--- src/rtl/dnn_mac_engine_param_if.sv ---
// Handshake/data bundle linking the MAC engine to the feature loader, the
// neighbour aggregation unit and the result collector.
interface dnn_mac_engine_param_if #(
  parameter int unsigned N_IN  = 4,
  parameter int unsigned N_HID = 4,
  parameter int unsigned N_OUT = 2,
  parameter int unsigned XW    = 7,
  parameter int unsigned WW    = 5,
  parameter int unsigned HW    = 15,
  parameter int unsigned AW    = 17,
  parameter int unsigned OW    = 21
);
  logic                      in_valid;
  logic                      in_ready;
  logic [N_IN*XW-1:0]        x_flat;
  logic [N_IN*N_HID*WW-1:0]  w1_flat;
  logic [N_HID*N_OUT*WW-1:0] w2_flat;
  logic                      hid_valid;
  logic [N_HID*HW-1:0]       hid_relu;
  logic                      aggr_valid;
  logic [N_HID*AW-1:0]       aggr_flat;
  logic                      out_valid;
  logic                      out_ready;
  logic [N_OUT*OW-1:0]       out_flat;

  // Driver side: loader, aggregator and collector.
  modport master (
    output in_valid, x_flat, w1_flat, w2_flat, aggr_valid, aggr_flat, out_ready,
    input  in_ready, hid_valid, hid_relu, out_valid, out_flat
  );

  // Engine side.
  modport slave (
    input  in_valid, x_flat, w1_flat, w2_flat, aggr_valid, aggr_flat, out_ready,
    output in_ready, hid_valid, hid_relu, out_valid, out_flat
  );
endinterface

--- src/rtl/dnn_mac_engine_param.sv ---
// Time-multiplexed 2-layer inference engine: layer-1 MAC + ReLU, external aggregation
// handshake, output-layer MAC. Macro DNN_OUT_SAT_EN selects saturating outputs (else wrap).
module dnn_mac_engine_param #(
  parameter int unsigned N_IN  = 4,
  parameter int unsigned N_HID = 4,
  parameter int unsigned N_OUT = 2,
  parameter int unsigned LANES = 2,
  parameter int unsigned XW    = 7,
  parameter int unsigned WW    = 5,
  parameter int unsigned HW    = 15,
  parameter int unsigned AW    = 17,
  parameter int unsigned OW    = 21
) (
  input logic clk,
  input logic rst,
  dnn_mac_engine_param_if.slave bus
);
  localparam int unsigned M    = (N_IN > N_HID) ? N_IN : N_HID;
  localparam int unsigned OPW  = (XW > AW) ? XW : AW;
  localparam int unsigned PW   = OPW + WW;
  localparam int unsigned SW   = PW + $clog2(N_HID + 1);
  localparam int unsigned S1   = (N_HID + LANES - 1) / LANES;
  localparam int unsigned S2   = (N_OUT + LANES - 1) / LANES;
  localparam int unsigned SMAX = (S1 > S2) ? S1 : S2;
  localparam int unsigned CW   = $clog2(SMAX + 1);

  typedef enum logic [2:0] {IDLE, L1, HID, L2, OUT} state_t;

  state_t state, state_nxt;
  logic   step_done_c;
  logic   sum_en_c;
  logic [CW-1:0] cnt;
  logic [CW-1:0] sum_step_c;

  logic signed [XW-1:0]  x_q    [N_IN];
  logic signed [WW-1:0]  w1_q   [N_HID][N_IN];
  logic signed [WW-1:0]  w2_q   [N_OUT][N_HID];
  logic signed [AW-1:0]  aggr_q [N_HID];
  logic signed [OPW-1:0] opa_c  [LANES][M];
  logic signed [WW-1:0]  opb_c  [LANES][M];
  logic signed [PW-1:0]  prod_q [LANES][M];
  logic signed [HW-1:0]  l1_sum_c [LANES];
  logic signed [SW-1:0]  l2_sum_c [LANES];

  function automatic logic [HW-1:0] relu(input logic signed [HW-1:0] s);
    return s[HW-1] ? '0 : s;
  endfunction

`ifdef DNN_OUT_SAT_EN
  localparam logic signed [SW-1:0] OMAX = (SW'(1) <<< (OW - 1)) - SW'(1);
  localparam logic signed [SW-1:0] OMIN = -(SW'(1) <<< (OW - 1));

  function automatic logic [OW-1:0] reduce_out(input logic signed [SW-1:0] s);
    if (s > OMAX) return OW'(OMAX);
    if (s < OMIN) return OW'(OMIN);
    return OW'(s);
  endfunction
`else
  function automatic logic [OW-1:0] reduce_out(input logic signed [SW-1:0] s);
    return OW'(s);
  endfunction
`endif

  // State register.
  always_ff @(posedge clk or posedge rst) begin
    if (rst) state <= IDLE;
    else     state <= state_nxt;
  end

  // Next-state logic; a step phase ends after its last partial sum is folded in.
  always_comb begin
    state_nxt   = state;
    step_done_c = 1'b0;
    case (state)
      IDLE: if (bus.in_valid) state_nxt = L1;
      L1: if (cnt == CW'(S1)) begin
        state_nxt   = HID;
        step_done_c = 1'b1;
      end
      HID: if (bus.aggr_valid) state_nxt = L2;
      L2: if (cnt == CW'(S2)) begin
        state_nxt   = OUT;
        step_done_c = 1'b1;
      end
      OUT: if (bus.out_ready) state_nxt = IDLE;
      default: state_nxt = IDLE;
    endcase
  end

  // Products registered at step cnt are summed while cnt+1 is being multiplied.
  assign sum_en_c   = ((state == L1) || (state == L2)) && (cnt != '0);
  assign sum_step_c = cnt - CW'(1);

  // Registered handshake outputs and step counter.
  always_ff @(posedge clk or posedge rst) begin
    if (rst) begin
      bus.in_ready  <= 1'b1;
      bus.hid_valid <= 1'b0;
      bus.out_valid <= 1'b0;
      cnt           <= '0;
    end else begin
      bus.in_ready  <= (state_nxt == IDLE);
      bus.hid_valid <= (state_nxt == HID);
      bus.out_valid <= (state_nxt == OUT);
      if (((state == L1) || (state == L2)) && !step_done_c) cnt <= cnt + CW'(1);
      else                                                  cnt <= '0;
    end
  end

  // Operand capture: sample vectors on accept, aggregated vector on aggregation handshake.
  always_ff @(posedge clk or posedge rst) begin
    if (rst) begin
      for (int i = 0; i < N_IN; i++) x_q[i] <= '0;
      for (int h = 0; h < N_HID; h++) begin
        aggr_q[h] <= '0;
        for (int i = 0; i < N_IN; i++) w1_q[h][i] <= '0;
      end
      for (int o = 0; o < N_OUT; o++)
        for (int h = 0; h < N_HID; h++) w2_q[o][h] <= '0;
    end else begin
      if ((state == IDLE) && bus.in_valid) begin
        for (int i = 0; i < N_IN; i++) x_q[i] <= bus.x_flat[i*XW +: XW];
        for (int h = 0; h < N_HID; h++)
          for (int i = 0; i < N_IN; i++) w1_q[h][i] <= bus.w1_flat[(h*N_IN+i)*WW +: WW];
        for (int o = 0; o < N_OUT; o++)
          for (int h = 0; h < N_HID; h++) w2_q[o][h] <= bus.w2_flat[(o*N_HID+h)*WW +: WW];
      end
      if ((state == HID) && bus.aggr_valid)
        for (int h = 0; h < N_HID; h++) aggr_q[h] <= bus.aggr_flat[h*AW +: AW];
    end
  end

  // Lane operand routing: neuron n = cnt*LANES + j lives on lane n % LANES.
  always_comb begin
    for (int j = 0; j < LANES; j++)
      for (int m = 0; m < M; m++) begin
        opa_c[j][m] = '0;
        opb_c[j][m] = '0;
      end
    if (state == L2) begin
      for (int o = 0; o < N_OUT; o++)
        if (cnt == CW'(o / LANES))
          for (int h = 0; h < N_HID; h++) begin
            opa_c[o % LANES][h] = OPW'(aggr_q[h]);
            opb_c[o % LANES][h] = w2_q[o][h];
          end
    end else begin
      for (int h = 0; h < N_HID; h++)
        if (cnt == CW'(h / LANES))
          for (int i = 0; i < N_IN; i++) begin
            opa_c[h % LANES][i] = OPW'(x_q[i]);
            opb_c[h % LANES][i] = w1_q[h][i];
          end
    end
  end

  // Shared multiplier bank, full-precision signed products.
  always_ff @(posedge clk or posedge rst) begin
    if (rst) begin
      for (int j = 0; j < LANES; j++)
        for (int m = 0; m < M; m++) prod_q[j][m] <= '0;
    end else begin
      for (int j = 0; j < LANES; j++)
        for (int m = 0; m < M; m++) prod_q[j][m] <= PW'(opa_c[j][m]) * PW'(opb_c[j][m]);
    end
  end

  // Per-lane adder trees: layer 1 wraps to HW, layer 2 keeps full width.
  always_comb begin
    for (int j = 0; j < LANES; j++) begin
      l1_sum_c[j] = '0;
      l2_sum_c[j] = '0;
      for (int m = 0; m < M; m++) begin
        l1_sum_c[j] = l1_sum_c[j] + HW'(prod_q[j][m]);
        l2_sum_c[j] = l2_sum_c[j] + SW'(prod_q[j][m]);
      end
    end
  end

  // Result write-back; lanes mapped past the last neuron are dropped.
  always_ff @(posedge clk or posedge rst) begin
    if (rst) begin
      bus.hid_relu <= '0;
      bus.out_flat <= '0;
    end else begin
      if (sum_en_c && (state == L1))
        for (int h = 0; h < N_HID; h++)
          if (sum_step_c == CW'(h / LANES)) bus.hid_relu[h*HW +: HW] <= relu(l1_sum_c[h % LANES]);
      if (sum_en_c && (state == L2))
        for (int o = 0; o < N_OUT; o++)
          if (sum_step_c == CW'(o / LANES)) bus.out_flat[o*OW +: OW] <= reduce_out(l2_sum_c[o % LANES]);
    end
  end
endmodule

--- src/flat_wrapper.sv ---
// flat-port wrapper written by rule: the top's interface ports become plain ports
module dnn_mac_engine_param_flat 
#(
  parameter int unsigned N_IN  = 4,
  parameter int unsigned N_HID = 4,
  parameter int unsigned N_OUT = 2,
  parameter int unsigned LANES = 2,
  parameter int unsigned XW    = 7,
  parameter int unsigned WW    = 5,
  parameter int unsigned HW    = 15,
  parameter int unsigned AW    = 17,
  parameter int unsigned OW    = 21
)
  (clk, rst, bus_in_valid, bus_x_flat, bus_w1_flat, bus_w2_flat, bus_aggr_valid, bus_aggr_flat, bus_out_ready, bus_in_ready, bus_hid_valid, bus_hid_relu, bus_out_valid, bus_out_flat);
  dnn_mac_engine_param_if #(.N_IN(N_IN), .N_HID(N_HID), .N_OUT(N_OUT), .XW(XW), .WW(WW), .HW(HW), .AW(AW), .OW(OW)) bus_i ();
  input logic clk;
  input logic rst;
  input wire logic [$bits(bus_i.in_valid)-1:0] bus_in_valid;
  input wire logic [$bits(bus_i.x_flat)-1:0] bus_x_flat;
  input wire logic [$bits(bus_i.w1_flat)-1:0] bus_w1_flat;
  input wire logic [$bits(bus_i.w2_flat)-1:0] bus_w2_flat;
  input wire logic [$bits(bus_i.aggr_valid)-1:0] bus_aggr_valid;
  input wire logic [$bits(bus_i.aggr_flat)-1:0] bus_aggr_flat;
  input wire logic [$bits(bus_i.out_ready)-1:0] bus_out_ready;
  output wire logic [$bits(bus_i.in_ready)-1:0] bus_in_ready;
  output wire logic [$bits(bus_i.hid_valid)-1:0] bus_hid_valid;
  output wire logic [$bits(bus_i.hid_relu)-1:0] bus_hid_relu;
  output wire logic [$bits(bus_i.out_valid)-1:0] bus_out_valid;
  output wire logic [$bits(bus_i.out_flat)-1:0] bus_out_flat;
  assign bus_i.in_valid = bus_in_valid;
  assign bus_i.x_flat = bus_x_flat;
  assign bus_i.w1_flat = bus_w1_flat;
  assign bus_i.w2_flat = bus_w2_flat;
  assign bus_i.aggr_valid = bus_aggr_valid;
  assign bus_i.aggr_flat = bus_aggr_flat;
  assign bus_i.out_ready = bus_out_ready;
  assign bus_in_ready = bus_i.in_ready;
  assign bus_hid_valid = bus_i.hid_valid;
  assign bus_hid_relu = bus_i.hid_relu;
  assign bus_out_valid = bus_i.out_valid;
  assign bus_out_flat = bus_i.out_flat;
  dnn_mac_engine_param #(.N_IN(N_IN), .N_HID(N_HID), .N_OUT(N_OUT), .LANES(LANES), .XW(XW), .WW(WW), .HW(HW), .AW(AW), .OW(OW)) u_core (.clk(clk), .rst(rst), .bus(bus_i));
endmodule
--- config.mk ---
export PLATFORM = sky130hd
export DESIGN_NAME = dnn_mac_engine_param_flat
export DESIGN_NICKNAME = d
export VERILOG_FILES = /design/src/rtl/dnn_mac_engine_param_if.sv /design/src/rtl/dnn_mac_engine_param.sv /design/src/flat_wrapper.sv
export SDC_FILE = /design/constraint.sdc
export NUM_CORES = 2
export LEC_CHECK = 0
export BUFFER_PORTS_ARGS = -buffer_cell sky130_fd_sc_hd__buf_2
export CORE_MARGIN = 2
export CORE_UTILIZATION = 25
export DETAILED_ROUTE_END_ITERATION = 8
export PLACE_DENSITY = 0.39
export SETUP_SLACK_MARGIN = 0.02
export SYNTH_ARGS = -nofsm -noshare
export SYNTH_HDL_FRONTEND = slang
export SYNTH_SLANG_ARGS = --single-unit
export TNS_END_PERCENT = 50
--- constraint.sdc ---
create_clock -name clk -period 46 [get_ports clk]
set_clock_uncertainty 0.15 [all_clocks]
set_input_delay 2.3 -clock clk [delete_from_list [all_inputs] [get_ports clk]]
set_output_delay 2.3 -clock clk [all_outputs]
set_load 0.1 [all_outputs]
==> impl_metrics.xml <==
<?xml version="1.0" encoding="UTF-8"?>
<metrics>
  <group name="worst_setup_path">
    <metric name="timing.critical_path.fanout_max" unit="">37</metric>
    <metric name="worst-endpoint-required" unit="ns">46.44</metric>
    <metric name="worstPathArrival" unit="ns">7.71</metric>
    <metric name="timing.critical_path.from_type" unit="">flop</metric>
    <metric name="criticalPathCategory" unit="">flop to flop</metric>
    <metric name="worstSetupEndpointType" unit="">flop</metric>
    <metric name="rr_worst_depth" unit="">19</metric>
  </group>
  <group name="global_route">
    <metric name="grt_pass1_wl" unit="mm">216</metric>
    <metric name="pin_count_of_the_biggest_net_entering_global_routing" unit="">158</metric>
    <metric name="globalRouteTotalUtil" unit="%">16.2</metric>
    <metric name="antenna_violations_before_repair" unit="">12</metric>
    <metric name="first_global_vias" unit="">33135</metric>
    <metric name="grt_overflow_total" unit="">0</metric>
  </group>
  <group name="detailed_routing">
    <metric name="drtIter0Drc" unit="">1700</metric>
    <metric name="drt-vias-per-instance" unit="">4.40</metric>
    <metric name="routedWlPerCell" unit="µm">20.0</metric>
    <metric name="drc" unit="">0</metric>
    <metric name="detail-route-antenna-nets" unit="">0</metric>
    <metric name="dr.pass1.iters" unit="">5</metric>
    <metric name="routed_wl" unit="mm">142</metric>
    <metric name="route.vias.total" unit="">31343</metric>
  </group>
  <group name="synth">
    <metric name="synth-async-reset-ratio" unit="%">100</metric>
    <metric name="postSynthRegisterBits" unit="">490</metric>
    <metric name="synthesis.area" unit="µm²">43600</metric>
    <metric name="synth_top_cell_by_area" unit="">sky130_fd_sc_hd__dfrtp_1</metric>
    <metric name="synthesized_netlist_cell_count" unit="">4418</metric>
    <metric name="synth.most_common_cell" unit="">sky130_fd_sc_hd__inv_1</metric>
    <metric name="synth_flop_cell" unit="">sky130_fd_sc_hd__dfrtp_1</metric>
    <metric name="synth_edf_count" unit="">0</metric>
    <metric name="area_fraction_of_the_dominant_cell_type_after_synthesis" unit="%">28.1</metric>
    <metric name="yosysWarnings" unit="">0</metric>
    <metric name="synth-seq-area-share" unit="%">28.1</metric>
    <metric name="yosys-top-cells-count" unit="">sky130_fd_sc_hd__inv_1, sky130_fd_sc_hd__nor2_1, sky130_fd_sc_hd__dfrtp_1</metric>
    <metric name="synth_top_cells_by_area" unit="">sky130_fd_sc_hd__dfrtp_1, sky130_fd_sc_hd__fa_1, sky130_fd_sc_hd__ha_1</metric>
    <metric name="synth_cell_types" unit="">89</metric>
    <metric name="synthesis.area_per_instance" unit="µm²">9.87</metric>
  </group>
  <group name="placement">
    <metric name="placement.io_buffers" unit="">321</metric>
    <metric name="dp_hpwl" unit="mm">114</metric>
    <metric name="gp_routability_congestion" unit="">0.823</metric>
  </group>
  <group name="floorplanning">
    <metric name="die_outline_area" unit="µm²">178000</metric>
    <metric name="ioPinCount" unit="">326</metric>
    <metric name="dieWidth" unit="µm">422</metric>
    <metric name="die_h" unit="µm">422</metric>
    <metric name="core" unit="µm²">174000</metric>
    <metric name="floorplan.initialDensity" unit="%">25.1</metric>
    <metric name="placement_rows" unit="">153</metric>
  </group>
  <group name="hold_path">
    <metric name="hp-class" unit="">flop to flop</metric>
    <metric name="worst_hold_path.num_cells" unit="">2</metric>
  </group>
  <group name="finish">
    <metric name="finish.net_count" unit="">5798</metric>
    <metric name="post_route_cells_drive_above_1_share" unit="%">17.2</metric>
    <metric name="area_delta_synth_final" unit="%">15.5</metric>
  </group>
  <group name="run">
    <metric name="max_cap_violations" unit="">0</metric>
  </group>
  <group name="run_status">
    <metric name="run_status" unit="">finished clean</metric>
  </group>
  <group name="timing">
    <metric name="finalWorstPathRequiredPeriod" unit="ns">7.27</metric>
    <metric name="maxSlewViolCount" unit="">0</metric>
    <metric name="finalHoldWorstSlack" unit="ns">0.318</metric>
    <metric name="fmax" unit="MHz">138</metric>
    <metric name="tns" unit="ns">0</metric>
    <metric name="hold_viol_final" unit="">0</metric>
    <metric name="max_slew.worst_pin.slew" unit="ns">1.27</metric>
    <metric name="slew_headroom" unit="%">15.4</metric>
    <metric name="timing.final.crit_share" unit="%">15.8</metric>
    <metric name="rsz0062_at_grt" unit="">no</metric>
    <metric name="setup_viol" unit="">0</metric>
  </group>
  <group name="clock_tree">
    <metric name="tritoncts_clock_tree" unit="">yes</metric>
    <metric name="cts_root_buf" unit="">sky130_fd_sc_hd__clkbuf_16</metric>
    <metric name="max_clock_buf_depth" unit="">3</metric>
    <metric name="clock_insertion_delay_worst_skew" unit="ns">0.69</metric>
    <metric name="cts_resized" unit="">0</metric>
    <metric name="clk_pin_slew_worst_paths" unit="ns">0.06</metric>
    <metric name="post_cts_hold_buffer_count" unit="">0</metric>
    <metric name="clkSinkCount" unit="">490</metric>
    <metric name="cts_inserted_buffers" unit="">66</metric>
    <metric name="cts_max_level" unit="">3</metric>
    <metric name="post-cts-setup-buffer-count" unit="">0</metric>
  </group>
</metrics>
-- sequential cells by signal, indices dropped and copies added, names as in the netlist --
name / count
u_core.prod_q: 168
u_core.w1_q: 80
u_core.aggr_q: 68
u_core.bus.hid_relu: 56
u_core.bus.out_flat: 42
u_core.w2_q: 40
u_core.x_q: 28
u_core.state: 3
u_core.cnt: 2
u_core.bus.hid_valid: 1
u_core.bus.in_ready: 1
u_core.bus.out_valid: 1
-- metal layers --
metal	routed length, µm	track usage [%]	part of all wire [%]
met1	65900	22.0	46
met2	67000	26.6	47
met4	4260	5.00	3.0
met5	0	0	0
met3	5160	2.08	3.6
-- per-stage QoR --
step	setup WS [ns]	area, µm²	instances	utilization (%)
floorplan	29.88	43600	4421	-
global placement	38.82	48200	7006	27.8
detailed placement	38.78	48200	7006	27.8
CTS	38.70	50400	7121	29.0
global route	38.15	50400	7122	29.0
finish	38.73	50400	7123	29.0
-- area by class of cell --
type,count,area [µm²]
Multi-Input combinational cell,3029,27900
Tap cell,2325,2910
Sequential cell,490,12300
Clock inverter,22,256
Antenna cell,2,5.00
Inverter,765,2880
Clock buffer,93,1920
Timing Repair Buffer,397,2210
Fill cell,18453,123000
-- path summary, 6_finish.rpt --
kind / from / end / slack (ns)
max: u_core.cnt[0]$_DFF_PP0_ / u_core.prod_q[42]$_DFF_PP0_ / 38.73
min: u_core.bus.hid_relu[50]$_DFFE_PP0P_ / u_core.bus.hid_relu[50]$_DFFE_PP0P_ / 0.32
max reg2reg: u_core.cnt[0]$_DFF_PP0_ / u_core.prod_q[42]$_DFF_PP0_ / 38.73
min reg2reg: u_core.bus.hid_relu[50]$_DFFE_PP0P_ / u_core.bus.hid_relu[50]$_DFFE_PP0P_ / 0.32
max in group asynchronous: rst / u_core.bus.hid_relu[10]$_DFFE_PP0P_ / 42.45
min in group asynchronous: rst / u_core.prod_q[82]$_DFF_PP0_ / 1.67
-- placed cells by master (no fill, tap or decap), drive strengths merged, types with 41 or more instances in the layout --
cell    count
nor2b      41
o31ai      63
inv       769
dfrtp     489
and2      117
buf       397
fa        488
ha        340
clkbuf     93
nand2     180
o21ai     101
nor2      620
nor3       55
xnor2     143
mux2      227
a21oi     127
or2        45
a22oi      51
-- logic make-up (layout without fill, tap and decap cells) --
kind of cell | after synthesis | after routing | share of synthesized area, %
AND/OR/NAND/NOR | 1201 | 1201 | 12.7
buffers and inverters | 902 | 1277 | 7.97
flip-flops | 490 | 490 | 28.1
multiplexers | 232 | 232 | 5.99
AO/OA/AOI/OAI | 583 | 583 | 9.40
other | 1 | 6 | 0.00860
XOR/XNOR | 181 | 181 | 3.67
adder cells (fa/ha/maj) | 828 | 828 | 32.2
-- critical path: stages (launching register included) --
cell and delay, ns:
sky130_fd_sc_hd__dfrtp_1 0.40, sky130_fd_sc_hd__inv_1 0.11, sky130_fd_sc_hd__ha_2 0.53, sky130_fd_sc_hd__and4b_2 0.83, sky130_fd_sc_hd__buf_4 0.57, sky130_fd_sc_hd__a22oi_1 0.26, sky130_fd_sc_hd__buf_4 0.25, sky130_fd_sc_hd__or2_2 0.32
sky130_fd_sc_hd__fa_1 0.56, sky130_fd_sc_hd__fa_1 0.43, sky130_fd_sc_hd__fa_1 0.53, sky130_fd_sc_hd__inv_1 0.06, sky130_fd_sc_hd__ha_1 0.26, sky130_fd_sc_hd__a21oi_1 0.22, sky130_fd_sc_hd__o211ai_1 0.16, sky130_fd_sc_hd__o21ai_0 0.61
sky130_fd_sc_hd__o211ai_1 0.25, sky130_fd_sc_hd__a31o_2 0.28, sky130_fd_sc_hd__a21oi_1 0.17, sky130_fd_sc_hd__xnor2_1 0.13
Power is left out: the tool's default activity adds up to more than one toggle a clock period on the data nets, which glitch-free logic cannot reach.
